--- config.mk ---
export PLATFORM = sky130hd
export DESIGN_NAME = sdiv_arb
export DESIGN_NICKNAME = d
export VERILOG_FILES = /design/src/rtl/sdiv_arb.sv
export SDC_FILE = /design/constraint.sdc
export NUM_CORES = 2
export LEC_CHECK = 0
export ABC_CLOCK_PERIOD_IN_PS = 18900
export CORE_MARGIN = 4
export CORE_UTILIZATION = 66
export DETAILED_ROUTE_END_ITERATION = 12
export PLACE_DENSITY = 0.84
export SETUP_SLACK_MARGIN = 0.4
export SLEW_MARGIN = 30
export SYNTH_ARGS = -nofsm -noshare
export SYNTH_HDL_FRONTEND = slang
export SYNTH_HIERARCHICAL = 1
export SYNTH_SLANG_ARGS = --single-unit
--- constraint.sdc ---
create_clock -name clk -period 18.9 [get_ports clk]
set_clock_uncertainty 0.15 [all_clocks]
set_input_delay 1.89 -clock clk [delete_from_list [all_inputs] [get_ports clk]]
set_output_delay 1.89 -clock clk [all_outputs]
set_load 0.005 [all_outputs]
--- src/rtl/sdiv_arb.sv ---
// sdiv_arb: several requesters share one pipelined signed divider.
// A round-robin arbiter issues at most one divide per cycle. A tag pipe
// carries {vld,id,dz} next to the divider. Results are written to a response FIFO.
// FIFO space is reserved with credits when an op issues, because the divider cannot stall.
//
// Handshake: a transfer happens on a rising edge where valid & ready are both high.
// req_ready is a one-hot grant and is computed from req_valid. A requester must
// hold valid, and must not gate valid on ready. rsp_valid comes from FIFO
// occupancy. The consumer pops the head with rsp_ready.

// sdiv_raw: restoring signed divider, one quotient bit per stage, WIDTH stages.
// It has no stall and no reset. The result lines up WIDTH cycles after the operands.
module sdiv_raw #(
  parameter int WIDTH = 16
) (
  input  logic             clk,
  input  logic [WIDTH-1:0] dividend,
  input  logic [WIDTH-1:0] divisor,
  output logic [WIDTH-1:0] quotient,
  output logic [WIDTH-1:0] remainder
);
  logic             sa, sb;
  logic [WIDTH-1:0] mag_a, mag_b;
  logic [WIDTH-1:0] st_rem [WIDTH];
  logic [WIDTH-1:0] st_acc [WIDTH];
  logic [WIDTH-1:0] st_dvs [WIDTH-1];
  logic [WIDTH-1:0] st_nq, st_nr;

  assign sa    = dividend[WIDTH-1];
  assign sb    = divisor[WIDTH-1];
  assign mag_a = sa ? -dividend : dividend;
  assign mag_b = sb ? -divisor  : divisor;

  // One restoring step: shift the next dividend bit into the partial remainder.
  function automatic logic [2*WIDTH-1:0] div_step(input logic [WIDTH-1:0] rem,
                                                  input logic [WIDTH-1:0] acc,
                                                  input logic [WIDTH-1:0] dvs);
    logic [WIDTH:0]   trial;
    logic [WIDTH-1:0] nacc;
    trial = {rem, acc[WIDTH-1]};
    nacc  = {acc[WIDTH-2:0], 1'b0};
    if (trial >= {1'b0, dvs}) begin
      trial   = trial - {1'b0, dvs};
      nacc[0] = 1'b1;
    end
    return {trial[WIDTH-1:0], nacc};
  endfunction

  // Pipeline datapath: stage s retires quotient bit WIDTH-1-s.
  always_ff @(posedge clk) begin
    {st_rem[0], st_acc[0]} <= div_step('0, mag_a, mag_b);
    st_dvs[0] <= mag_b;
    st_nq[0]  <= sa ^ sb;
    st_nr[0]  <= sa;
    for (int s = 1; s < WIDTH; s++) begin
      {st_rem[s], st_acc[s]} <= div_step(st_rem[s-1], st_acc[s-1], st_dvs[s-1]);
      st_nq[s] <= st_nq[s-1];
      st_nr[s] <= st_nr[s-1];
    end
    for (int s = 1; s < WIDTH - 1; s++) st_dvs[s] <= st_dvs[s-1];
  end

  // The magnitude of most-negative / -1 is 2^(W-1), which wraps back to most-negative.
  assign quotient  = st_nq[WIDTH-1] ? -st_acc[WIDTH-1] : st_acc[WIDTH-1];
  assign remainder = st_nr[WIDTH-1] ? -st_rem[WIDTH-1] : st_rem[WIDTH-1];
endmodule

module sdiv_arb #(
  parameter  int WIDTH = 16,
  parameter  int NREQ  = 4,
  parameter  int DEPTH = 32,
  localparam int IDW   = $clog2(NREQ)
) (
  input  logic                  clk,
  input  logic                  reset,
  input  logic [NREQ-1:0]       req_valid,
  output logic [NREQ-1:0]       req_ready,
  input  logic [NREQ*WIDTH-1:0] req_dividend,
  input  logic [NREQ*WIDTH-1:0] req_divisor,
  output logic                  rsp_valid,
  input  logic                  rsp_ready,
  output logic [IDW-1:0]        rsp_id,
  output logic [WIDTH-1:0]      rsp_quotient,
  output logic [WIDTH-1:0]      rsp_remainder,
  output logic                  rsp_dz,
  output logic                  busy
);
  localparam int PW = (DEPTH > 1) ? $clog2(DEPTH) : 1;
  localparam int CW = $clog2(DEPTH + 1);
  localparam int RW = IDW + 2 * WIDTH + 1;

  logic [IDW-1:0]   ptr, grant_idx;
  logic [CW-1:0]    outstanding, count;
  logic             can_issue, found, accept, pop, wr;
  logic [NREQ-1:0]  grant_oh;
  logic [WIDTH-1:0] op_dividend, op_divisor, div_q, div_r;
  logic [WIDTH-1:0] tag_vld, tag_dz;
  logic [IDW-1:0]   tag_id [WIDTH];
  logic [RW-1:0]    mem [DEPTH];
  logic [RW-1:0]    wr_data;
  logic [PW-1:0]    wr_ptr, rd_ptr;

  assign can_issue = outstanding < CW'(DEPTH);

  // Round-robin search from ptr; grant only with a free credit and out of reset.
  always_comb begin
    grant_oh  = '0;
    grant_idx = '0;
    found     = 1'b0;
    for (int k = 0; k < NREQ; k++) begin
      if (!found && req_valid[(int'(ptr) + k) % NREQ]) begin
        found     = 1'b1;
        grant_idx = IDW'((int'(ptr) + k) % NREQ);
      end
    end
    if (found && can_issue && !reset) grant_oh[grant_idx] = 1'b1;
  end

  assign req_ready = grant_oh;
  assign accept    = |grant_oh;
  assign pop       = rsp_valid & rsp_ready;
  assign busy      = outstanding != '0;

  // Operand mux: the granted slice in the accept cycle, zero when idle.
  always_comb begin
    op_dividend = '0;
    op_divisor  = '0;
    if (accept) begin
      op_dividend = req_dividend[int'(grant_idx) * WIDTH +: WIDTH];
      op_divisor  = req_divisor[int'(grant_idx) * WIDTH +: WIDTH];
    end
  end

  // Arbiter pointer and credit counter. A pop frees a credit only for the next cycle.
  always_ff @(posedge clk or posedge reset) begin
    if (reset) begin
      ptr         <= '0;
      outstanding <= '0;
    end else begin
      if (accept) ptr <= (grant_idx == IDW'(NREQ - 1)) ? '0 : grant_idx + 1'b1;
      outstanding <= outstanding + CW'(accept) - CW'(pop);
    end
  end

  sdiv_raw #(.WIDTH(WIDTH)) u_div (
    .clk       (clk),
    .dividend  (op_dividend),
    .divisor   (op_divisor),
    .quotient  (div_q),
    .remainder (div_r)
  );

  // Tag valid bits are reset, so a reset drops every op that is in flight.
  always_ff @(posedge clk or posedge reset) begin
    if (reset) tag_vld <= '0;
    else       tag_vld <= {tag_vld[WIDTH-2:0], accept};
  end

  // Tag payload moves alongside the divider stages.
  always_ff @(posedge clk) begin
    tag_id[0] <= grant_idx;
    tag_dz[0] <= op_divisor == '0;
    for (int s = 1; s < WIDTH; s++) begin
      tag_id[s] <= tag_id[s-1];
      tag_dz[s] <= tag_dz[s-1];
    end
  end

  assign wr      = tag_vld[WIDTH-1];
  assign wr_data = tag_dz[WIDTH-1] ? {tag_id[WIDTH-1], {2*WIDTH{1'b0}}, 1'b1}
                                   : {tag_id[WIDTH-1], div_q, div_r, 1'b0};

  // FIFO storage; the head is read straight from the array.
  always_ff @(posedge clk) begin
    if (wr) mem[wr_ptr] <= wr_data;
  end

  // FIFO pointers wrap modulo DEPTH. count is the FIFO occupancy.
  always_ff @(posedge clk or posedge reset) begin
    if (reset) begin
      wr_ptr <= '0;
      rd_ptr <= '0;
      count  <= '0;
    end else begin
      if (wr)  wr_ptr <= (wr_ptr == PW'(DEPTH - 1)) ? '0 : wr_ptr + 1'b1;
      if (pop) rd_ptr <= (rd_ptr == PW'(DEPTH - 1)) ? '0 : rd_ptr + 1'b1;
      count <= count + CW'(wr) - CW'(pop);
    end
  end

  assign rsp_valid = count != '0;
  assign {rsp_id, rsp_quotient, rsp_remainder, rsp_dz} = mem[rd_ptr];

  a_no_overflow: assert property (@(posedge clk) disable iff (reset)
                                  !(wr && count == CW'(DEPTH)));
endmodule
* After elaboration in Yosys (flattened, before gate mapping)
Memory sizes are Yosys's and may differ from the RTL's.
Index checks and enable logic that the tools add are counted.
** Storage, ports and cells
- Flip-flop bits (word level) :: 600
- RAM bits :: 1392
- Bits of input ports :: 135
- Output and inout bits :: 41
- Word-level logic and storage cells :: 191
- Memories kept :: 3
** Operators by class
- $add $sub $neg :: 30
- $lt $le $gt $ge :: 23
- Equal/unequal tests :: 3
- Shift operators :: 2
- Multiplexer cells :: 66
- Bitwise operators :: 5
- Reduce and logical (&&, ||, !) cells :: 17
** Memory list
- mem :: depth 32, width 35, rd ports 1, clocked after memory_dff 0, write ports 1, RTL line 99 : logic [RW-1:0] mem [DEPTH];
- u_div.st_dvs :: depth 15, width 16, rd ports 15, clocked after memory_dff 0, write ports 15, RTL line 26 : logic [WIDTH-1:0] st_dvs [WIDTH-1];
- tag_id :: depth 16, width 2, rd ports 16, clocked after memory_dff 0, write ports 16, RTL line 98 : logic [IDW-1:0] tag_id [WIDTH];
** Operator list (number)
- 16-bit two-way mux :: 21
- 17-bit by 16-bit >= comparator with 1-bit output :: 15
- 16-bit subtractor :: 15
- 64-bit by 7-bit indexed part select with 16-bit output :: 2
- 16-bit negator :: 4
- 33-bit two-way mux :: 1
- 1-bit two-way mux :: 31
- 1-bit by 16-bit >= comparator with 1-bit output :: 1
- 16-bit logical NOT :: 1
- 1-bit by 16-bit subtractor with 16-bit output :: 1
- 6-bit by 1-bit adder with 6-bit output :: 2
- 3-bit by 4-bit < comparator with 1-bit output, second input constant :: 3
- 6-bit nonzero test :: 2
- 6-bit by 1-bit subtractor with 6-bit output :: 2
- 5-bit by 1-bit adder with 5-bit output, second input constant :: 2
- 5-bit == test, second input constant :: 2
- 2-bit two-way mux :: 5
- 5-bit two-way mux :: 2
- 1-bit binary-select mux with 2-bit select :: 4
- 1-bit logical AND :: 6
- 2-bit by 3-bit < comparator with 1-bit output, second input constant :: 2
- 6-bit < comparator, second input constant :: 1
- 2-bit OR reduction :: 3
- 2-bit by 1-bit adder with 2-bit output, second input constant :: 2
- 10 further kinds :: 16

* Depth between registers and ports, before layout
- Depth in word-level cells :: 25
- Depth in mapped cells :: 27
- Gate-level depth less buffers :: 19

* Hierarchy
Netlist, hierarchy kept.
** By module, submodules not included
- sdiv_arb :: instances 1, cells an instance 2141, area each 46896.2 um^2, sequential area each 35594.1 um^2
- sdiv_raw :: instances 1, cells an instance 3133, area each 31886.8 um^2, sequential area each 15695.1 um^2

* Worst setup path after synthesis
No wires, ideal clock.
- Kind :: input to register
- Start point :: in req_valid[2]
- End point :: reg u_div/st_rem[253] (netlist name)
- Setup time :: 74 ps
- Arrival :: 7436 ps
- Data required time :: 18676 ps
- Slack :: 11240 ps
- Stages :: 25
- Buffers on the path :: 8
- Cell sequence :: nor2b_1 > buf_2 > nor4b_4 > nor2_4 > clkbuf_1 > buf_2 > buf_1 > inv_1 > ha_1 > o31ai_1 > clkbuf_1 > buf_1 > a311oi_1 > or4_1 > or3_1 > or4_1 > ha_1 > clkinv_1 > ha_1 > buf_1 > a21oi_1 > nor3_1 > o2111ai_2 > buf_6 > a31oi_4
** On the way
- Word-level cells in the longest chain between the ends :: 22
- Elaborated cells between the ends (all ways) :: 44
- Classes of those cells :: add/sub (3); order compare (3); shift (2); mux (26); reduce/logical (10)
** RTL lines
- start, declared :: RTL line 76 : input logic [NREQ-1:0] req_valid,
- 1-bit binary-select mux with 2-bit select :: RTL line 111 : if (!found && req_valid[(int'(ptr) + k) % NREQ]) begin
- 1-bit two-way mux (implied by the code) :: RTL line 111
- 1-bit two-way mux :: RTL line 111
- 1-bit logical NOT :: RTL line 111
- 1-bit logical AND :: RTL line 111
- 1-bit two-way mux :: RTL line 111
- 1-bit logical NOT :: RTL line 111
- 1-bit logical AND :: RTL line 111
- [7 not listed]
- 1-bit demux with 2-bit select :: RTL line 116 : if (found && can_issue && !reset) grant_oh[grant_idx] = 1'b1;
- 4-bit two-way mux :: RTL line 116
- 4-bit OR reduction :: RTL line 120 : assign accept = |grant_oh;
- 16-bit two-way mux * :: RTL line 128 : if (accept) begin
- net op_dividend[9] :: RTL line 96 : logic [WIDTH-1:0] op_dividend, op_divisor, div_q, div_r;
- 16-bit negator * :: RTL line 31 : assign mag_a = sa ? -dividend : dividend;
- 16-bit two-way mux * :: RTL line 31
- 1-bit by 16-bit subtractor with 16-bit output or 1-bit by 16-bit >= comparator with 1-bit output (tied branches) :: RTL line 43, 42
- end signal, assigned by index :: RTL line 56 : {st_rem[s], st_acc[s]} <= div_step(st_rem[s-1], st_acc[s-1], st_dvs[s-1]);
- end, declared :: RTL line 24 : logic [WIDTH-1:0] st_rem [WIDTH];
The timed path passes the listed nets; every way through them passes the cells marked *. The select of a mux whose other input is x is not followed.
A chain may end at the register's enable or synchronous reset.

* Worst setup path after layout
- Start point :: reg rd_ptr[0]
- End point :: out rsp_quotient[9]
** On the way
- Word-level cells in the longest chain between the ends :: 1
** RTL lines
- start, declared :: RTL line 101 : logic [PW-1:0] wr_ptr, rd_ptr;
- start signal, assigned :: RTL line 186 : if (pop) rd_ptr <= (rd_ptr == PW'(DEPTH - 1)) ? '0 : rd_ptr + 1'b1;
- memory 32 x 35 bit
- end, declared :: RTL line 83 : output logic [WIDTH-1:0] rsp_quotient,
No other way between the ends.

==> flow_summary.json <==
{
  "grt_use_met3": 0.06367,
  "clock-root-buffer": "clkbuf_16",
  "synth_top_area_frac": 0.4269,
  "drv_slew": 0,
  "hold_path_depth": 0,
  "p_per_area_mw_per_mm2": 193.3,
  "synth_top_area_cell": "edfxtp_1",
  "holdPathEnd": "u_div/st_acc[164]$_DFF_P_",
  "reg2reg_from": "ptr[0]$_DFFE_PP0P_",
  "drt_iter0_drc": 6111,
  "rsz0062_at_grt": "no",
  "synthCells": 5274,
  "busiest_layer": "met2",
  "syn_area_per_cell_sq_um": 14.94,
  "run_status": "completed",
  "grt_use_total": 0.3346,
  "drt-pass1-iter-count": 8,
  "r2r_end": "u_div/st_rem[245]$_SDFF_PN0_",
  "die_y_microns": 353.5,
  "rr_worst_depth": 19,
  "hold_viol_final": 0,
  "synthesis.nets": 5696,
  "post_cts_buffers": 0,
  "htree_levels": 4,
  "synth_edf_count": 1120,
  "maxSlewHeadroom": 0.2847,
  "overflow": 0,
  "cts_tree": "yes",
  "clk_path_buf_depth": 3,
  "portBuffers": 175,
  "nets": 5986,
  "layout-drive-gt1-share": 0.1734,
  "hp-class": "reg2reg",
  "timing.hold.ws_ps": 158.4,
  "cts_resized": 0,
  "finalSetupTns_ps": 0,
  "antenna_found_initial": 11,
  "clk_latency_ps": 800,
  "numCtsBuffers": 187,
  "grt_pass1_wl_microns": 310900,
  "ys_ff_latch": 1992,
  "io_pins": 176,
  "end_kind": "output port",
  "clkTransAtPathRegs_ps": 70,
  "setup-violations-final": 0,
  "areaGrowthSynthToFinish_pct": 13.32,
  "clkSinkCount": 1992,
  "netlist_area_sq_mm": 0.07878,
  "async_flop_share": 0.02008,
  "synth_area_leaders": "edfxtp_1 43%, dfxtp_1 21%, mux4_2 10%, ha_1 4.3%, mux2_2 2.2%",
  "fp.coreArea_sq_mm": 0.1182,
  "grt_pass1_vias": 48780,
  "regToRegSetupSlack_ps": 12400,
  "vias": 47870,
  "critPathMaxFanout": 42,
  "min_from": "u_div/st_acc[179]$_DFF_P_",
  "arrival_ps": 5900,
  "cellLeakagePower_uw": 0.03214,
  "wirelength_microns": 210400,
  "use_met2": 0.5765,
  "wire_per_inst_microns": 28.98,
  "finalPower_uw": 17260,
  "grt_max_degree": 153,
  "met1_usage": 0.3924,
  "vdd_ir_drop_max_v": 0.0001974,
  "setup.worst_path.start_class": "flip-flop",
  "synthFlopType": "edfxtp_1",
  "fillCellCount": 6568,
  "start_util": 0.6663,
  "synthDistinctLibCells": 94,
  "fmax_ghz": 0.1259,
  "ys_warn_count": 6,
  "num_rows": 126,
  "worstPathRequired_ps": 16860,
  "drc": 0,
  "tightest_slew_ps": 1073,
  "cts_hold_buf": 0,
  "dieArea_sq_mm": 0.1250,
  "die_w_microns": 353.5,
  "via_per_inst": 6.594,
  "gp_congestion": 0.9175,
  "max_cap_violations": 0,
  "utilization": 0.7551,
  "antenna_left": 0,
  "yosysSeqAreaShare": 0.6510,
  "dp_hpwl_microns": 121300,
  "finalCritPeriodShare": 0.4203,
  "critPathKind": "reg2out",
  "layout_min_cycle_time_ps": 7945
}
## synth_stat cells (all sizes together) (35+ instances only)
cell type  number
nand2         282
clkbuf         89
mux2          162
nor2b          90
a21oi         211
nand2b         42
mux4          350
o21a           62
nor2          197
dfrtp          40
xor2           66
dfxtp         832
buf            72
nand3          63
nand4          35
ha            270
nor3           60
edfxtp       1120
a21o           56
xnor2         148
o21ai         210
inv           353
## where the power goes
| part | switching (uW) | internal (uW) |
|---|---|---|
| sequential | 560 | 5690 |
| combinational | 3920 | 3170 |
| clock | 1680 | 2240 |
## per-layer routing
metal	up-vias	routed length, microns
li1	20380	-
met1	23410	70050
met2	3218	106100
met3	855	19340
met4	10	14860
met5	-	69
## cell type report
| class | count | area, sq um | area share |
|---|---|---|---|
| Sequential cell | 1992 | 51310 | 0.5747 |
| Timing Repair Buffer | 262 | 2510 | 0.02811 |
| Inverter | 354 | 1329 | 0.01488 |
| Clock inverter | 109 | 1261 | 0.01413 |
| Clock buffer | 238 | 5159 | 0.05778 |
| Tap cell | 1536 | 1922 | 0.02153 |
| Antenna cell | 2 | 5.005 | 0.00005606 |
| Multi-Input combinational cell | 2767 | 25780 | 0.2888 |
## critical path: stages, from the launching register on
cell             delay (ps)
dfrtp_4                 690
buf_4                   710
buf_4                   790
buf_4                   720
mux4_2                  640
mux4_2                  540
mux2_2                  410
clkdlybuf4s50_1         480
## layout by cell type (no fill, tap or decap), types with 61 or more instances in the layout
cell type	synthesis	final
a21oi_1	208	207
ha_1	270	270
clkbuf_16	0	193
nor2b_1	90	79
nand2_1	281	281
nand3_1	61	61
o21ai_0	206	206
edfxtp_1	1120	1120
clkdlybuf4s50_1	0	175
o21a_1	62	61
nor2_1	195	174
xor2_1	66	66
mux4_2	350	350
mux2_2	152	152
xnor2_1	148	148
buf_4	7	79
dfxtp_1	832	829
inv_1	351	350
## sequential cells by signal, indices dropped and copies added, names as in the netlist
signal / flops
mem: 1120
u_div/st_acc: 256
u_div/st_rem: 256
u_div/st_dvs: 240
tag_id: 32
tag_dz: 16
tag_vld: 16
u_div/st_nq: 16
u_div/st_nr: 16
count: 6
outstanding: 6
rd_ptr: 5
wr_ptr: 5
ptr: 2
## worst max-delay path by stage
stage                               start                      endpoint  slack [ps]  cells after the start
floorplan                    req_valid[2]  u_div/st_rem[253]$_SDFF_PN0_       11240                     25
global placement             req_valid[2]     u_div/st_rem[240]$_DFF_P_       10730                     20
detailed placement           req_valid[2]  u_div/st_rem[249]$_SDFF_PN0_       10510                     20
CTS                 rd_ptr[0]$_DFFE_PP0P_               rsp_quotient[9]       10360                      7
global route        rd_ptr[0]$_DFFE_PP0P_               rsp_quotient[9]       10560                      7
finish              rd_ptr[0]$_DFFE_PP0P_               rsp_quotient[9]       10960                      7
## through the flow
stage	instance area (sq um)	std cells	setup slack [ps]
after floorplan	78780	5274	11240
after global placement	82620	6905	10730
after detailed placement	82650	6905	10510
after CTS	89070	7252	10360
after global routing	89270	7258	10560
final	89280	7260	10960
## cells by family (layout without fill, tap and decap cells)
group	count (synthesis)	in the layout	share of synthesized area
DFF	1992	1992	0.6510
AOI/OAI and AO/OA	820	820	0.06812
and+or+nand+nor	902	902	0.05628
xor gates and xnor gates	214	214	0.02379
adders and majority gates	287	287	0.04720
buffers and inverters	515	963	0.02632
other	0	2	0
muxes	544	544	0.1273
No activity file was read; power rests on OpenSTA's default activity.
